==> src/rtl/serial_pkg.sv <==
// Shared types and widths for the bit-serial packet transmitter.
package serial_pkg;

    localparam int BYTE_W = 8;
    localparam int LEN_W  = 8;

    typedef enum logic [2:0] {
        ST_IDLE    = 3'd0,
        ST_HEADER  = 3'd1,
        ST_PAYLOAD = 3'd2,
        ST_STALL   = 3'd3,
        ST_GAP     = 3'd4
    } tx_state_e;

endpackage

==> src/rtl/tx_byte_fifo.sv <==
// Show-ahead byte FIFO feeding the transmitter; a push into a full FIFO is
// honoured only when a pop happens in the same cycle.
module tx_byte_fifo
    import serial_pkg::*;
#(
    parameter  int DEPTH = 16,
    localparam int AW    = $clog2(DEPTH)
) (
    input  logic              clk,
    input  logic              rst_n,
    input  logic              push_i,
    input  logic [BYTE_W-1:0] push_data_i,
    input  logic              pop_i,
    output logic [BYTE_W-1:0] rd_data_o,
    output logic              ready_o,
    output logic              empty_o
);

    localparam logic [AW:0]   DEPTH_CNT = (AW+1)'(DEPTH);
    localparam logic [AW:0]   CNT_ONE   = (AW+1)'(1);
    localparam logic [AW-1:0] PTR_ONE   = AW'(1);

    logic [BYTE_W-1:0] mem_q [DEPTH];
    logic [AW-1:0]     wr_ptr_q, wr_ptr_d;
    logic [AW-1:0]     rd_ptr_q, rd_ptr_d;
    logic [AW:0]       count_q, count_d;
    logic              ready_q, ready_d;
    logic              empty_q, empty_d;
    logic              do_push_s, do_pop_s;

    // Next-state of pointers, occupancy and the registered full/empty flags.
    always_comb begin
        do_pop_s  = pop_i & ~empty_q;
        do_push_s = push_i & (ready_q | do_pop_s);
        wr_ptr_d  = do_push_s ? (wr_ptr_q + PTR_ONE) : wr_ptr_q;
        rd_ptr_d  = do_pop_s  ? (rd_ptr_q + PTR_ONE) : rd_ptr_q;
        case ({do_push_s, do_pop_s})
            2'b10:   count_d = count_q + CNT_ONE;
            2'b01:   count_d = count_q - CNT_ONE;
            default: count_d = count_q;
        endcase
        ready_d = (count_d != DEPTH_CNT);
        empty_d = (count_d == {(AW+1){1'b0}});
    end

    // Pointer, counter and flag registers.
    always_ff @(posedge clk or negedge rst_n) begin
        if (!rst_n) begin
            wr_ptr_q <= {AW{1'b0}};
            rd_ptr_q <= {AW{1'b0}};
            count_q  <= {(AW+1){1'b0}};
            ready_q  <= 1'b1;
            empty_q  <= 1'b1;
        end else begin
            wr_ptr_q <= wr_ptr_d;
            rd_ptr_q <= rd_ptr_d;
            count_q  <= count_d;
            ready_q  <= ready_d;
            empty_q  <= empty_d;
        end
    end

    // Storage array; contents are don't-care once the pointers are reset.
    always_ff @(posedge clk) begin
        if (do_push_s) begin
            mem_q[wr_ptr_q] <= push_data_i;
        end
    end

    assign rd_data_o = mem_q[rd_ptr_q];
    assign ready_o   = ready_q;
    assign empty_o   = empty_q;

endmodule

==> src/rtl/serial_packet_transmitter.sv <==
// Bit-serial frame transmitter: length byte then payload bytes, LSB first,
// with underrun stalls at byte boundaries and a forced inter-frame gap.
module serial_packet_transmitter
    import serial_pkg::*;
#(
    parameter int FIFO_DEPTH = 16,
    parameter int GAP_CYCLES = 2
) (
    input  logic              tClk,
    input  logic              Rst_n,
    input  logic [BYTE_W-1:0] Din,
    input  logic              Din_Valid,
    output logic              Din_Ready,
    input  logic              Send,
    input  logic [LEN_W-1:0]  Packet_Length,
    output logic              Dout,
    output logic              Dout_Valid,
    output logic              Transmit_flag,
    output logic              Busy,
    output logic              Underrun
);

    localparam int           GW       = (GAP_CYCLES > 1) ? $clog2(GAP_CYCLES) : 1;
    localparam logic [GW-1:0] GAP_LAST = GW'(GAP_CYCLES - 1);

    tx_state_e         state_q, state_d;
    logic [BYTE_W-1:0] shift_q, shift_d;
    logic [2:0]        bit_q, bit_d, next_bit_s;
    logic [LEN_W-1:0]  rem_q, rem_d;
    logic [GW-1:0]     gap_q, gap_d;
    logic              dout_q, dout_d;
    logic              valid_q, valid_d;
    logic              flag_q, flag_d;
    logic              busy_q, busy_d;
    logic              underrun_q, underrun_d;
    logic              pop_s, load_s;
    logic [BYTE_W-1:0] fifo_data_s;
    logic              fifo_empty_s;

    tx_byte_fifo #(.DEPTH(FIFO_DEPTH)) u_fifo (
        .clk         (tClk),
        .rst_n       (Rst_n),
        .push_i      (Din_Valid),
        .push_data_i (Din),
        .pop_i       (pop_s),
        .rd_data_o   (fifo_data_s),
        .ready_o     (Din_Ready),
        .empty_o     (fifo_empty_s)
    );

    // Frame sequencing; the output registers hold the bit shown in the next cycle.
    always_comb begin
        state_d    = state_q;
        shift_d    = shift_q;
        bit_d      = bit_q;
        rem_d      = rem_q;
        gap_d      = gap_q;
        dout_d     = 1'b0;
        valid_d    = 1'b0;
        flag_d     = 1'b0;
        busy_d     = busy_q;
        underrun_d = underrun_q;
        load_s     = 1'b0;
        pop_s      = 1'b0;
        next_bit_s = bit_q + 3'd1;
        case (state_q)
            ST_IDLE: begin
                if (Send) begin
                    state_d    = ST_HEADER;
                    shift_d    = Packet_Length;
                    rem_d      = Packet_Length;
                    bit_d      = 3'd0;
                    dout_d     = Packet_Length[0];
                    valid_d    = 1'b1;
                    busy_d     = 1'b1;
                    underrun_d = 1'b0;
                end else begin
                    busy_d = 1'b0;
                end
            end
            ST_HEADER, ST_PAYLOAD: begin
                if (bit_q != 3'd7) begin
                    bit_d   = next_bit_s;
                    dout_d  = shift_q[next_bit_s];
                    valid_d = 1'b1;
                    flag_d  = (next_bit_s == 3'd7);
                end else if (rem_q == {LEN_W{1'b0}}) begin
                    state_d = ST_GAP;
                    gap_d   = GAP_LAST;
                end else if (!fifo_empty_s) begin
                    load_s = 1'b1;
                end else begin
                    state_d    = ST_STALL;
                    underrun_d = 1'b1;
                end
            end
            ST_STALL: begin
                if (!fifo_empty_s) begin
                    load_s = 1'b1;
                end else begin
                    underrun_d = 1'b1;
                end
            end
            ST_GAP: begin
                if (gap_q == {GW{1'b0}}) begin
                    state_d = ST_IDLE;
                    busy_d  = 1'b0;
                end else begin
                    gap_d = gap_q - GW'(1);
                end
            end
            default: begin
                state_d = ST_IDLE;
                busy_d  = 1'b0;
            end
        endcase
        // Next payload byte is popped in the same cycle its bit 0 is registered.
        if (load_s) begin
            state_d = ST_PAYLOAD;
            pop_s   = 1'b1;
            shift_d = fifo_data_s;
            bit_d   = 3'd0;
            dout_d  = fifo_data_s[0];
            valid_d = 1'b1;
            rem_d   = rem_q - LEN_W'(1);
        end else begin
            pop_s = 1'b0;
        end
    end

    // State and output registers.
    always_ff @(posedge tClk or negedge Rst_n) begin
        if (!Rst_n) begin
            state_q    <= ST_IDLE;
            shift_q    <= {BYTE_W{1'b0}};
            bit_q      <= 3'd0;
            rem_q      <= {LEN_W{1'b0}};
            gap_q      <= {GW{1'b0}};
            dout_q     <= 1'b0;
            valid_q    <= 1'b0;
            flag_q     <= 1'b0;
            busy_q     <= 1'b0;
            underrun_q <= 1'b0;
        end else begin
            state_q    <= state_d;
            shift_q    <= shift_d;
            bit_q      <= bit_d;
            rem_q      <= rem_d;
            gap_q      <= gap_d;
            dout_q     <= dout_d;
            valid_q    <= valid_d;
            flag_q     <= flag_d;
            busy_q     <= busy_d;
            underrun_q <= underrun_d;
        end
    end

    assign Dout          = dout_q;
    assign Dout_Valid    = valid_q;
    assign Transmit_flag = flag_q;
    assign Busy          = busy_q;
    assign Underrun      = underrun_q;

endmodule

==> config.mk <==
export PLATFORM = sky130hd
export DESIGN_NAME = serial_packet_transmitter
export DESIGN_NICKNAME = d
export VERILOG_FILES = /design/src/rtl/serial_pkg.sv /design/src/rtl/tx_byte_fifo.sv /design/src/rtl/serial_packet_transmitter.sv
export SDC_FILE = /design/constraint.sdc
export NUM_CORES = 1
export LEC_CHECK = 0
export ABC_CLOCK_PERIOD_IN_PS = 5400
export BUFFER_PORTS_ARGS = -buffer_cell sky130_fd_sc_hd__buf_2
export CAP_MARGIN = 10
export CORE_MARGIN = 8
export CORE_UTILIZATION = 50
export DETAILED_ROUTE_END_ITERATION = 6
export GPL_TIMING_DRIVEN = 0
export PLACE_DENSITY = 0.67
export SLEW_MARGIN = 20
export SYNTH_ARGS = -nofsm -noshare
export SYNTH_HDL_FRONTEND = slang
export SYNTH_SLANG_ARGS = --single-unit
==> constraint.sdc <==
create_clock -name tClk -period 5.4 [get_ports tClk]
set_input_delay 0.54 -clock tClk [delete_from_list [all_inputs] [get_ports tClk]]
set_output_delay 0.54 -clock tClk [all_outputs]
set_load 0.05 [all_outputs]
# Word-level counts from Yosys, hierarchy flattened
# Memories as Yosys holds them, arrays and structs flattened.
# Index checks and enable logic that the tools add are counted.
# classes
add_sub_neg	7
magnitude_cmp	1
eq_ne	20
n_mux	46
bitwise	5
reduce_logical	16
# op_table
op	n
two-way mux 8 bit	4
two-way mux 3 bit	9
two-way mux 1 bit	23
inequality test 3 bit (second input constant)	5
inequality test 2 bit (second input constant)	6
case mux 3 bit (4 select lines)	1
case mux 5 bit (2 select lines)	1
adder 4 x 1 -> 4 bit (second input constant)	2
zero test 8 bit	1
case mux 1 bit (2 select lines)	4
subtractor 8 x 1 -> 8 bit (second input constant)	1
== test 3 x 2 -> 1 bit (second input constant)	2
== test 3 bit (second input constant)	2
case mux 1 bit (3 select lines)	2
case mux 3 bit (2 select lines)	1
AND reduction 3 bit	2
nonzero test 2 bit	3
nonzero test 3 bit	2
adder 5 x 1 -> 5 bit (second input constant)	1
zero test 5 bit	1
inequality test 5 bit (second input constant)	1
AND reduction 5 bit	1
subtractor 5 x 1 -> 5 bit (second input constant)	1
less-than comparator 3 x 4 -> 1 bit (second input constant)	1
other kinds (15)	18
# word_totals
register_bits	43
mem_bits_rw	128
output_inout_bits	6
memories	1
# memory_table
name	words	word_bits	read_ports	rd_clocked_by_memory_dff	wr	line	rtl
u_fifo.mem_q	16	8	1	0	1	tx_byte_fifo.sv:23	logic [BYTE_W-1:0] mem_q [DEPTH];

# Depth between registers and ports, before layout
# Gate-level depths: netlist of the first run.
# depth
depth_word	11
depth_mapped	17
ltp_nobuf	15

# Modules after synthesis
# From an unflattened synthesis of the first run, not the netlist that was laid out.
# unflattened
hier_cells	449
area_unflattened_um2	7538.5
# by_module_without_submodules
mod	instances	cells_per_inst	area_each_um2	seq_area_each_um2
tx_byte_fifo	1	281	5886.9	4221.5
serial_packet_transmitter	1	168	1651.6	700.7

# Worst setup path before layout of the first run
# OpenSTA, ideal clock, no wires.
# synth_path
kind	reg2reg
startpoint	reg rem_q[5]
endpoint	reg u_fifo.empty_q (netlist: u_fifo.empty_o)
setup_ns	0.078
t_arrival_ns	3.422
t_required_ns	5.322
setup_slack_ns	1.900
path_stages_with_launch	17
path_buffers	2
synth_period_minus_slack_ns	3.500
cell_sequence	dfrtp_1 -> or3_4 -> and4bb_2 -> o21a_4 -> inv_2 -> o21a_4 -> buf_6 -> inv_1 -> ha_1 -> clkbuf_1 -> xor2_1 -> ha_1 -> o211a_1 -> nor3_1 -> a2111oi_0 -> xor2_1 -> and3b_1
# synth_between
elab_chain_cells	11
elab_cells_between_ends	12
classes_between	eq/ne: 2; mux: 5; bitwise: 3; reduce/logical: 2
# synth_rtl
element	line	rtl
from (decl)	serial_packet_transmitter.sv:29	logic [LEN_W-1:0] rem_q, rem_d;
from (signal assigned)	serial_packet_transmitter.sv:137	rem_q <= {LEN_W{1'b0}};
from (signal assigned)	serial_packet_transmitter.sv:148	rem_q <= rem_d;
zero test 8 bit *	serial_packet_transmitter.sv:87	end else if (rem_q == {LEN_W{1'b0}}) begin
two-way mux 1 bit *	serial_packet_transmitter.sv:87	
two-way mux 1 bit *	serial_packet_transmitter.sv:82	if (bit_q != 3'd7) begin
case mux 1 bit (2 select lines) *	serial_packet_transmitter.sv:66	case (state_q)
two-way mux 1 bit *	serial_packet_transmitter.sv:118	if (load_s) begin
AND 1 bit *	tx_byte_fifo.sv:33	do_pop_s = pop_i & ~empty_q;
bitwise OR 1 bit	tx_byte_fifo.sv:34	do_push_s = push_i & (ready_q | do_pop_s);
AND 1 bit	tx_byte_fifo.sv:34	
== test 2 x 1 -> 1 bit or == test 2 bit (tied branches)	tx_byte_fifo.sv:37	case ({do_push_s, do_pop_s})
case mux 5 bit (2 select lines) *	tx_byte_fifo.sv:37	
via u_fifo.count_d[4]	tx_byte_fifo.sv:26	logic [AW:0] count_q, count_d;
zero test 5 bit *	tx_byte_fifo.sv:43	empty_d = (count_d == {(AW+1){1'b0}});
via u_fifo.empty_d	tx_byte_fifo.sv:28	logic empty_q, empty_d;
to (signal assigned)	tx_byte_fifo.sv:59	empty_q <= empty_d;
to (decl)	tx_byte_fifo.sv:28	
# The timed path passes the listed nets; every way through them passes the cells marked *.
# A chain may end at the register's enable or synchronous reset.

# Worst setup path after layout of the first run
# Same ends and word-level chain as after synthesis.

==> results of run 1 <==
[sequential cells by signal (all words and copies together) (netlist names), 3 cells and up]
name             flops
state_q              3
u_fifo.mem_q       128
rem_q                8
bit_q                3
u_fifo.wr_ptr_q      4
u_fifo.rd_ptr_q      4
u_fifo.count_q       5
shift_q              8
[cell families (layout without fill, tap and decap cells)]
| family | count (synthesis) | in the layout |
|---|---|---|
| compound gates | 75 | 75 |
| xor+xnor | 12 | 12 |
| mux | 41 | 41 |
| fa+ha+maj | 13 | 13 |
| flops | 171 | 171 |
| buf+inv | 35 | 91 |
| simple gates | 100 | 100 |
[cells in the final DEF, fill, tap and decap left out, types with 8 or more instances in the layout]
cell / count
edfxtp_1: 128
dfrtp_1: 41
mux4_2: 34
nand2_1: 29
buf_2: 29
and3_1: 17
a22oi_1: 17
clkbuf_16: 17
nor2_1: 15
clkbuf_1: 13
a21oi_1: 13
ha_1: 13
inv_1: 12
o21ai_0: 9
nand3_1: 8
[routing by layer]
metal  global-route usage  vias up  wire, um
li1                     -     1865         -
met1               0.2290     2149      6646
met2               0.2667      123      7369
met3              0.04405       20       771
met4              0.07016        0       316
met5                    0        -         0
[power by group through the flow]
stage | logic (mW) | registers, mW | clock network [mW]
2_1_floorplan | 1.12 | 1.86 | 0
6_report | 1.57 | 1.83 | 1.09
3_5_place_dp | 1.57 | 1.85 | 0
5_1_grt | 1.72 | 1.86 | 1.17
4_1_cts | 1.58 | 1.83 | 1.11
3_3_place_gp | 1.54 | 1.84 | 0
[path summary, 6_finish.rpt]
check	startpoint	end	slack [ns]	cells past startpoint
max	rem_q[5]	u_fifo.empty_o	1.35	16
min	Rst_n	bit_q[0]	0.1	1
max reg2reg	rem_q[5]	u_fifo.empty_o	1.35	16
min reg2reg	u_fifo.count_q[4]	u_fifo.count_q[4]	0.50	1
max in group asynchronous	Rst_n	u_fifo.ready_o	4.91	1
min in group tClk	Packet_Length[6]	rem_q[6]	0.36	3
[cell type report]
type                            count  area (um^2)
Buffer                             22        103.9
Clock buffer                       17        425.4
Clock inverter                     14        96.34
Fill cell                        1119         6221
Inverter                           13        48.80
Multi-Input combinational cell    241         2193
Sequential cell                   171         4922
Tap cell                          184        230.2
Timing Repair Buffer               25        127.6
==> out/qor.yml, run 1 <==
crit_type: "reg2reg"
sw_frac_of_total: 0.3467
vias: 4157
io_pins: 26
ant_nets: 0
grt.overflow.total: 0
worstPathArrival_ns: 4.40
antenna_found_initial: 0
drt-wirelength-per-cell_um: 21.98
dominantRegCellSynth: "edfxtp_1"
cts_hold_buf: 0
ys_warn_count: 0
synth_nets: 480
drv_cap: 0
synthXorXnorAreaFrac: 0.01446
drive_gt1_frac: 0.2127
synthTopCellsByArea: "edfxtp_1 53%, dfrtp_1 14%, mux4_2 11%"
drtPass1Iterations: 5
vias_per_cell: 6.051
switching_power_mw: 1.557
drt_iter0_drc: 325
yosysSeqAreaShare: 0.6772
area_delta_synth_final_pct: 12.10
synth_top_family_by_area: "multiplexers"
cts_tree: "built"
core_area_mm2: 0.01437
drc: 0
final_cell_area_mm2: 0.008148
power_frac_comb: 0.349
cts_resized: 0
fp-row-count: 44
synth_cells: 447
clkPwrFrac: 0.244
htreeDepth: 4
rsz0062_at_grt: "false"
cts_sinks: 171
power.density_mw_per_mm2: 551.1
diodes: 0
finalMaxSlewViolations: 0
critPathTopFamily: "compound AO/OA/AOI/OAI gates"
hpwlAfterDp_mm: 10.07
yosys.area_share.simple: 0.07351
status: "finished, final reports clean"
cts_buffers: 17
p_seq_frac: 0.408
initial_utilization: 0.5058
grtUsageTotal: 0.1724
worstPathCellList: "or3_4, and4bb_2, o21a_4, inv_2, o21a_4, buf_6, inv_1, ha_1, clkbuf_1, xor2_1, ha_1, o211a_1, nor3_1, a2111oi_0, xor2_1, and3b_1"
synth_area_mm2: 0.007268
cp_slowest_cell: "a2111oi_0"
fin_crit_ns: 4.050
worst_slew_margin_rel: 0.5439
finalSetupViolations: 0
synth_top_cell_area_share: 0.5288
synth_fa_ha_area_frac: 0.02238
ys_async_sr_fraction: 0.2515
fp.dieH_um: 136.6
wl_mm: 15.10
start_kind: "flop"
critPathRequiredTime_ns: 5.75
grt_max_degree: 44
postLayoutCoreUtil: 0.5671
synth_edf_count: 128
worst-path-buf-inv: 4
fp.dieW_um: 136.6
grt_pass1_vias: 4165
yosys-top-cells-count: "128 x edfxtp_1, 41 x dfrtp_1, 34 x mux4_2"
min-delay-path-class: "in2async"
power_mw: 4.490
syn_avg_cell_area_um2: 16.26
io_buffers: 25
cp-end-kind: "flop"
max_slew.worst_pin.slew_ns: 0.6824
internal-power_mw: 2.933
p_leak_nw: 2.950
synth_compound_area_frac: 0.07557
fin_nets: 524
hold_ws_ns: 0.09913
finClkSkew_ns: 0.01280
synthMuxAreaShare: 0.1159
cp_max_fo: 10
cts-root-buf: "clkbuf_16"
ys_seq_elements: 171
placed_area_mm2: 0.007624
gp_congestion: 0.8363
fmax_mhz: 246.9
die_area_mm2: 0.01865
ir_worst_vdd_mv: 0.2266
dp_cells: 656
hold_violations: 0
place_ws_ns: 1.293
postCtsSetupBuffers: 0
final_cells: 687
synth_top_cell_by_area: "edfxtp_1"
clk_path_buf_depth: 2
layout_setup_ws_ns: 1.350
fin_crit_sh: 0.7500
insertion_delay_ns: 0.43
grt_pass1_wl_mm: 23.71
cpPeakStageDelay_ns: 0.47
synth_cell_types: 55
yosysMostFrequentCell: "edfxtp_1"
path_clk_slew_ns: 0.06
fin_tns_setup_ns: 0
Note: power is estimated with default switching activity, not from simulation.
==> run 2, diff against run 1 <==
--- a/config.mk
+++ b/config.mk
@@ -5,7 +5,7 @@
 export SDC_FILE = /design/constraint.sdc
 export NUM_CORES = 1
 export LEC_CHECK = 0
-export ABC_CLOCK_PERIOD_IN_PS = 5400
+export ABC_CLOCK_PERIOD_IN_PS = 4200
 export BUFFER_PORTS_ARGS = -buffer_cell sky130_fd_sc_hd__buf_2
 export CAP_MARGIN = 10
 export CORE_MARGIN = 8
==> constraint.sdc (replaced) <==
create_clock -name tClk -period 4.2 [get_ports tClk]
set_input_delay 0.42 -clock tClk [delete_from_list [all_inputs] [get_ports tClk]]
set_output_delay 0.42 -clock tClk [all_outputs]
set_load 0.05 [all_outputs]
==> out/qor.yml, run 2 (synthesis gave the netlist of run 1 again) <==
dp_cells: 656
hold_ws_ns: -0.02012
fmax_mhz: 254.5
worstPathArrival_ns: 4.28
drt_iter0_drc: 338
grt_pass1_wl_mm: 23.71
finalMaxSlewViolations: 0
initial_utilization: 0.5058
htreeDepth: 4
die_area_mm2: 0.01865
path_clk_slew_ns: 0.06
drtPass1Iterations: 4
drv_cap: 0
core_area_mm2: 0.01437
finClkSkew_ns: 0.01124
cp-end-kind: "flop"
num-fill-cells: 1118
cts-root-buf: "clkbuf_16"
drt-wirelength-per-cell_um: 21.98
layout_setup_ws_ns: 0.2710
grt.overflow.total: 0
failed_checks: "hold timing"
cts_tree: "built"
fp.dieW_um: 136.6
p_leak_nw: 2.950
min-delay-path-class: "in2async"
fin_nets: 524
top_register: "u_fifo.mem_q"
wl_mm: 15.10
cp_max_fo: 10
fp-row-count: 44
fin_crit_ns: 3.929
final_cell_area_mm2: 0.008155
crit_type: "reg2reg"
final_cell_mix: "128 x edfxtp_1, 40 x dfrtp_1, 34 x mux4_2, 29 x nand2_1, 29 x buf_2"
start_kind: "flop"
postCtsSetupBuffers: 0
ir_worst_vdd_mv: 0.2923
gp_congestion: 0.8363
vias: 4119
power_mw: 5.782
io_pins: 26
fin_tns_setup_ns: 0
max_slew.worst_pin.slew_ns: 0.6809
seq_area_mm2: 0.004923
finalSetupViolations: 0
grtUsageTotal: 0.1724
largest_reg_flops: 128
cts_sinks: 171
final_cells: 687
worstRegToRegCells: 16
place_ws_ns: 0.09348
power.density_mw_per_mm2: 709.0
ant_nets: 0
vias_per_cell: 5.996
cts_buffers: 17
antenna_found_initial: 0
fp.dieH_um: 136.6
status: "complete, but fails checks"
top_regs: "u_fifo.mem_q: 128 flops, rem_q: 8 flops, shift_q: 8 flops"
multi_input_area_mm2: 0.002200
postLayoutCoreUtil: 0.5676
grt_max_degree: 44
diodes: 0
worst_slew_margin_rel: 0.5449
critPathRequiredTime_ns: 4.55
placed_area_mm2: 0.007624
io_buffers: 25
drc: 0
final_common_cell: "edfxtp_1"
grt_pass1_vias: 4165
insertion_delay_ns: 0.43
fin_crit_sh: 0.9355
area_delta_synth_final_pct: 12.21
drive_gt1_frac: 0.2167
hpwlAfterDp_mm: 10.07
hold_violations: 35
clk_path_buf_depth: 2
## run 2: cell types whose count changed in the layout (fill, tap and decap cells not counted)
cell	before	now
a2111oi_0	1	0
a2111oi_2	0	1
dfrtp_1	41	40
dfrtp_2	0	1
## run 2: critical path: stages, from the launching register on
cell,delay (ns)
dfrtp_1,0.41
or3_4,0.41
and4bb_2,0.37
o21a_4,0.20
inv_2,0.10
o21a_4,0.25
buf_6,0.15
inv_1,0.07
ha_1,0.16
clkbuf_1,0.32
xor2_1,0.19
ha_1,0.21
o211a_1,0.15
nor3_1,0.05
a2111oi_2,0.32
xor2_1,0.27
and3b_1,0.21
## run 2: layout make-up
class,instances,share of cell area
clock inverters,14,0.01181
inverters,13,0.005983
repair buffers,25,0.01565
well taps,184,0.02823
clock buffers,17,0.05216
plain buffers,22,0.01273
flip-flops and latches,171,0.6037
multi-input cells,241,0.2697
## run 2: path summary, 6_finish.rpt
| check | from | end | slack [ns] |
|---|---|---|---|
| setup / recovery | rem_q[5] | u_fifo.empty_o | 0.27 |
| hold / removal | Rst_n | bit_q[0] | -0.02 |
| setup reg to reg | rem_q[5] | u_fifo.empty_o | 0.27 |
| hold reg to reg | u_fifo.count_q[4] | u_fifo.count_q[4] | 0.50 |
| max in group asynchronous | Rst_n | u_fifo.ready_o | 3.83 |
| min in group tClk | Packet_Length[6] | rem_q[6] | 0.24 |
## run 2: per-layer routing
metal  wire length, um  global-route usage  part of all wire
met4               331             0.07016             0.022
met2              7369              0.2667              0.49
met3               656             0.04405             0.043
met5                 0                   0                 0
met1              6744              0.2290              0.45
## run 2: what timing repair did
item                       in CTS  in global routing
hold buffers                    0                  0
setup endpoints to repair       0                  3
gates resized for setup         0                  3
## run 2: where the power goes
group / leakage [nW] / switching, mW / internal, mW
sequential: 1.67 / 0.200 / 2.16
clock: 0.254 / 0.649 / 0.753
combinational: 1.03 / 1.16 / 0.867
==> run 3, diff against run 2 <==
--- a/config.mk
+++ b/config.mk
@@ -8,11 +8,15 @@
 export ABC_CLOCK_PERIOD_IN_PS = 4200
 export BUFFER_PORTS_ARGS = -buffer_cell sky130_fd_sc_hd__buf_2
 export CAP_MARGIN = 10
+export CELL_PAD_IN_SITES_DETAIL_PLACEMENT = 1
+export CELL_PAD_IN_SITES_GLOBAL_PLACEMENT = 2
+export CORE_ASPECT_RATIO = 0.7
 export CORE_MARGIN = 8
-export CORE_UTILIZATION = 50
+export CORE_UTILIZATION = 46
 export DETAILED_ROUTE_END_ITERATION = 6
 export GPL_TIMING_DRIVEN = 0
-export PLACE_DENSITY = 0.67
+export PLACE_DENSITY_LB_ADDON = 0.1
+export SETUP_SLACK_MARGIN = 0.5
 export SLEW_MARGIN = 20
 export SYNTH_ARGS = -nofsm -noshare
 export SYNTH_HDL_FRONTEND = slang
==> out/qor.yml, run 3 (synthesis gave the netlist of run 1 again) <==
status: "complete, but fails checks"
failed_checks: "hold timing"
power_frac_comb: 0.367
drive_gt1_frac: 0.2466
htreeDepth: 4
wl_mm: 17.75
max_slew.worst_pin.slew_ns: 0.8336
ant_nets: 0
ir_worst_vdd_mv: 0.3210
antenna_found_initial: 0
vias: 4196
drc: 0
grt.overflow.total: 0
vias_per_cell: 5.869
p_leak_nw: 3.016
grt_pass1_vias: 4334
fp.dieH_um: 121.2
cts_buffers: 17
worstPathArrival_ns: 3.91
drtPass1Iterations: 4
rsz0062_at_grt: "false"
diodes: 0
final_common_cell: "edfxtp_1"
io_pins: 26
drt-wirelength-per-cell_um: 24.82
worst_slew_margin_rel: 0.4443
fin_nets: 536
drv_cap: 0
critPathRequiredTime_ns: 4.56
fin_crit_sh: 0.8451
cts-root-buf: "clkbuf_16"
io_buffers: 25
min-delay-path-class: "in2async"
hpwlAfterDp_mm: 11.71
hold_ws_ns: -0.007293
grt_pass1_wl_mm: 26.83
insertion_delay_ns: 0.43
fin_crit_ns: 3.550
power.density_mw_per_mm2: 729.0
start_kind: "flop"
dp_cells: 672
final_cells: 715
top_register: "u_fifo.mem_q"
core_area_mm2: 0.01550
initial_utilization: 0.4689
cp-end-kind: "flop"
cts_sinks: 171
finalMaxSlewViolations: 0
drt_iter0_drc: 330
final_cell_mix: "128 x edfxtp_1, 40 x dfrtp_1, 34 x mux4_2, 29 x nand2_1, 29 x buf_2"
top_regs: "u_fifo.mem_q: 128 flops, rem_q: 8 flops, shift_q: 8 flops"
finalSetupViolations: 0
p_seq_frac: 0.388
clkPwrFrac: 0.245
clk_path_buf_depth: 2
hold_violations: 5
internal-power_mw: 3.933
grtUsageTotal: 0.1815
path_clk_slew_ns: 0.06
fin_tns_setup_ns: 0
postLayoutCoreUtil: 0.5373
area_delta_synth_final_pct: 14.58
fmax_mhz: 281.7
die_area_mm2: 0.02014
sw_frac_of_total: 0.3522
gp_congestion: 0.7644
fp-row-count: 38
fp.dieW_um: 166.2
cp_max_fo: 10
cts_tree: "built"
grt_max_degree: 44
switching_power_mw: 2.138
largest_reg_flops: 128
crit_type: "reg2reg"
finClkSkew_ns: 0.008702
==> run 3: cell count changes in the layout (fill, tap and decap cells not counted), moves of 2 or more <==
cell / delta
ha_1: -4
buf_4: +12
clkinv_1: -2
ha_2: +3
==> run 3: through the flow <==
stage	hold slack (ns)	instance area, um^2	power [mW]	setup WS (ns)
6_report	-0.007293	8328	6.071	0.6504
3_5_place_dp	0.4633	7644	4.487	0.1496
2_1_floorplan	0.1244	7268	3.835	0.7003
5_1_grt	0.03681	8328	6.385	0.4695
3_3_place_gp	0.4614	7644	4.420	0.2556
4_1_cts	0.1980	8214	6.002	0.5127
==> run 3: layer usage <==
| metal | GRT usage | up-vias | share of wire |
|---|---|---|---|
| met5 | 0 | - | 0 |
| li1 | - | 1884 | - |
| met1 | 0.2625 | 2179 | 0.49 |
| met2 | 0.2623 | 118 | 0.44 |
| met3 | 0.04745 | 15 | 0.062 |
| met4 | 0.06282 | 0 | 0.012 |
==> run 3: power groups by stage <==
| stage | clock network, mW | registers (mW) | logic [mW] |
|---|---|---|---|
| 4_1_cts | 1.51 | 2.36 | 2.13 |
| 3_5_place_dp | 0 | 2.38 | 2.10 |
| 2_1_floorplan | 0 | 2.39 | 1.44 |
| 3_3_place_gp | 0 | 2.37 | 2.05 |
| 5_1_grt | 1.57 | 2.39 | 2.42 |
| 6_report | 1.49 | 2.36 | 2.23 |
==> run 3: path summary, 6_finish.rpt <==
kind	start	to	slack, ns	depth (start not counted)
setup / recovery	rem_q[4]	u_fifo.empty_o	0.65	16
hold / removal	Rst_n	rem_q[1]	-0.007	1
setup reg to reg	rem_q[4]	u_fifo.empty_o	0.65	16
hold reg to reg	Underrun	Underrun	0.50	2
max in group asynchronous	Rst_n	bit_q[0]	3.79	1
min in group tClk	Packet_Length[6]	rem_q[6]	0.23	3
==> run 3: layout make-up <==
type	count	area, um^2
Clock inverter	13	121.4
Timing Repair Buffer	37	217.7
Inverter	13	51.30
Tap cell	200	250.2
Multi-Input combinational cell	241	2223
Sequential cell	171	4923
Buffer	22	111.4
Clock buffer	18	429.2
Fill cell	1478	7172
==> run 3: repair_timing <==
action                                  in CTS  in global routing
endpoints found under the setup margin       3                  3
gates resized for setup                      8                  6
buffers inserted                             0                 12
hold buffers                                 0                  0
endpoints found under the hold margin        0                  0
pin swaps                                    2                  6
==> run 3: worst max-delay path, cell delays in order (launching register included) <==
cell and delay, ns:
dfrtp_1 0.40, or3_4 0.39, and4bb_4 0.36, o21a_4 0.16
inv_4 0.06, o21a_4 0.21, buf_6 0.13, inv_1 0.07
ha_2 0.19, buf_6 0.13, xor2_1 0.15, ha_2 0.22
o211a_1 0.15, nor3_1 0.06, a2111oi_2 0.33, xor2_1 0.26
and3b_1 0.21
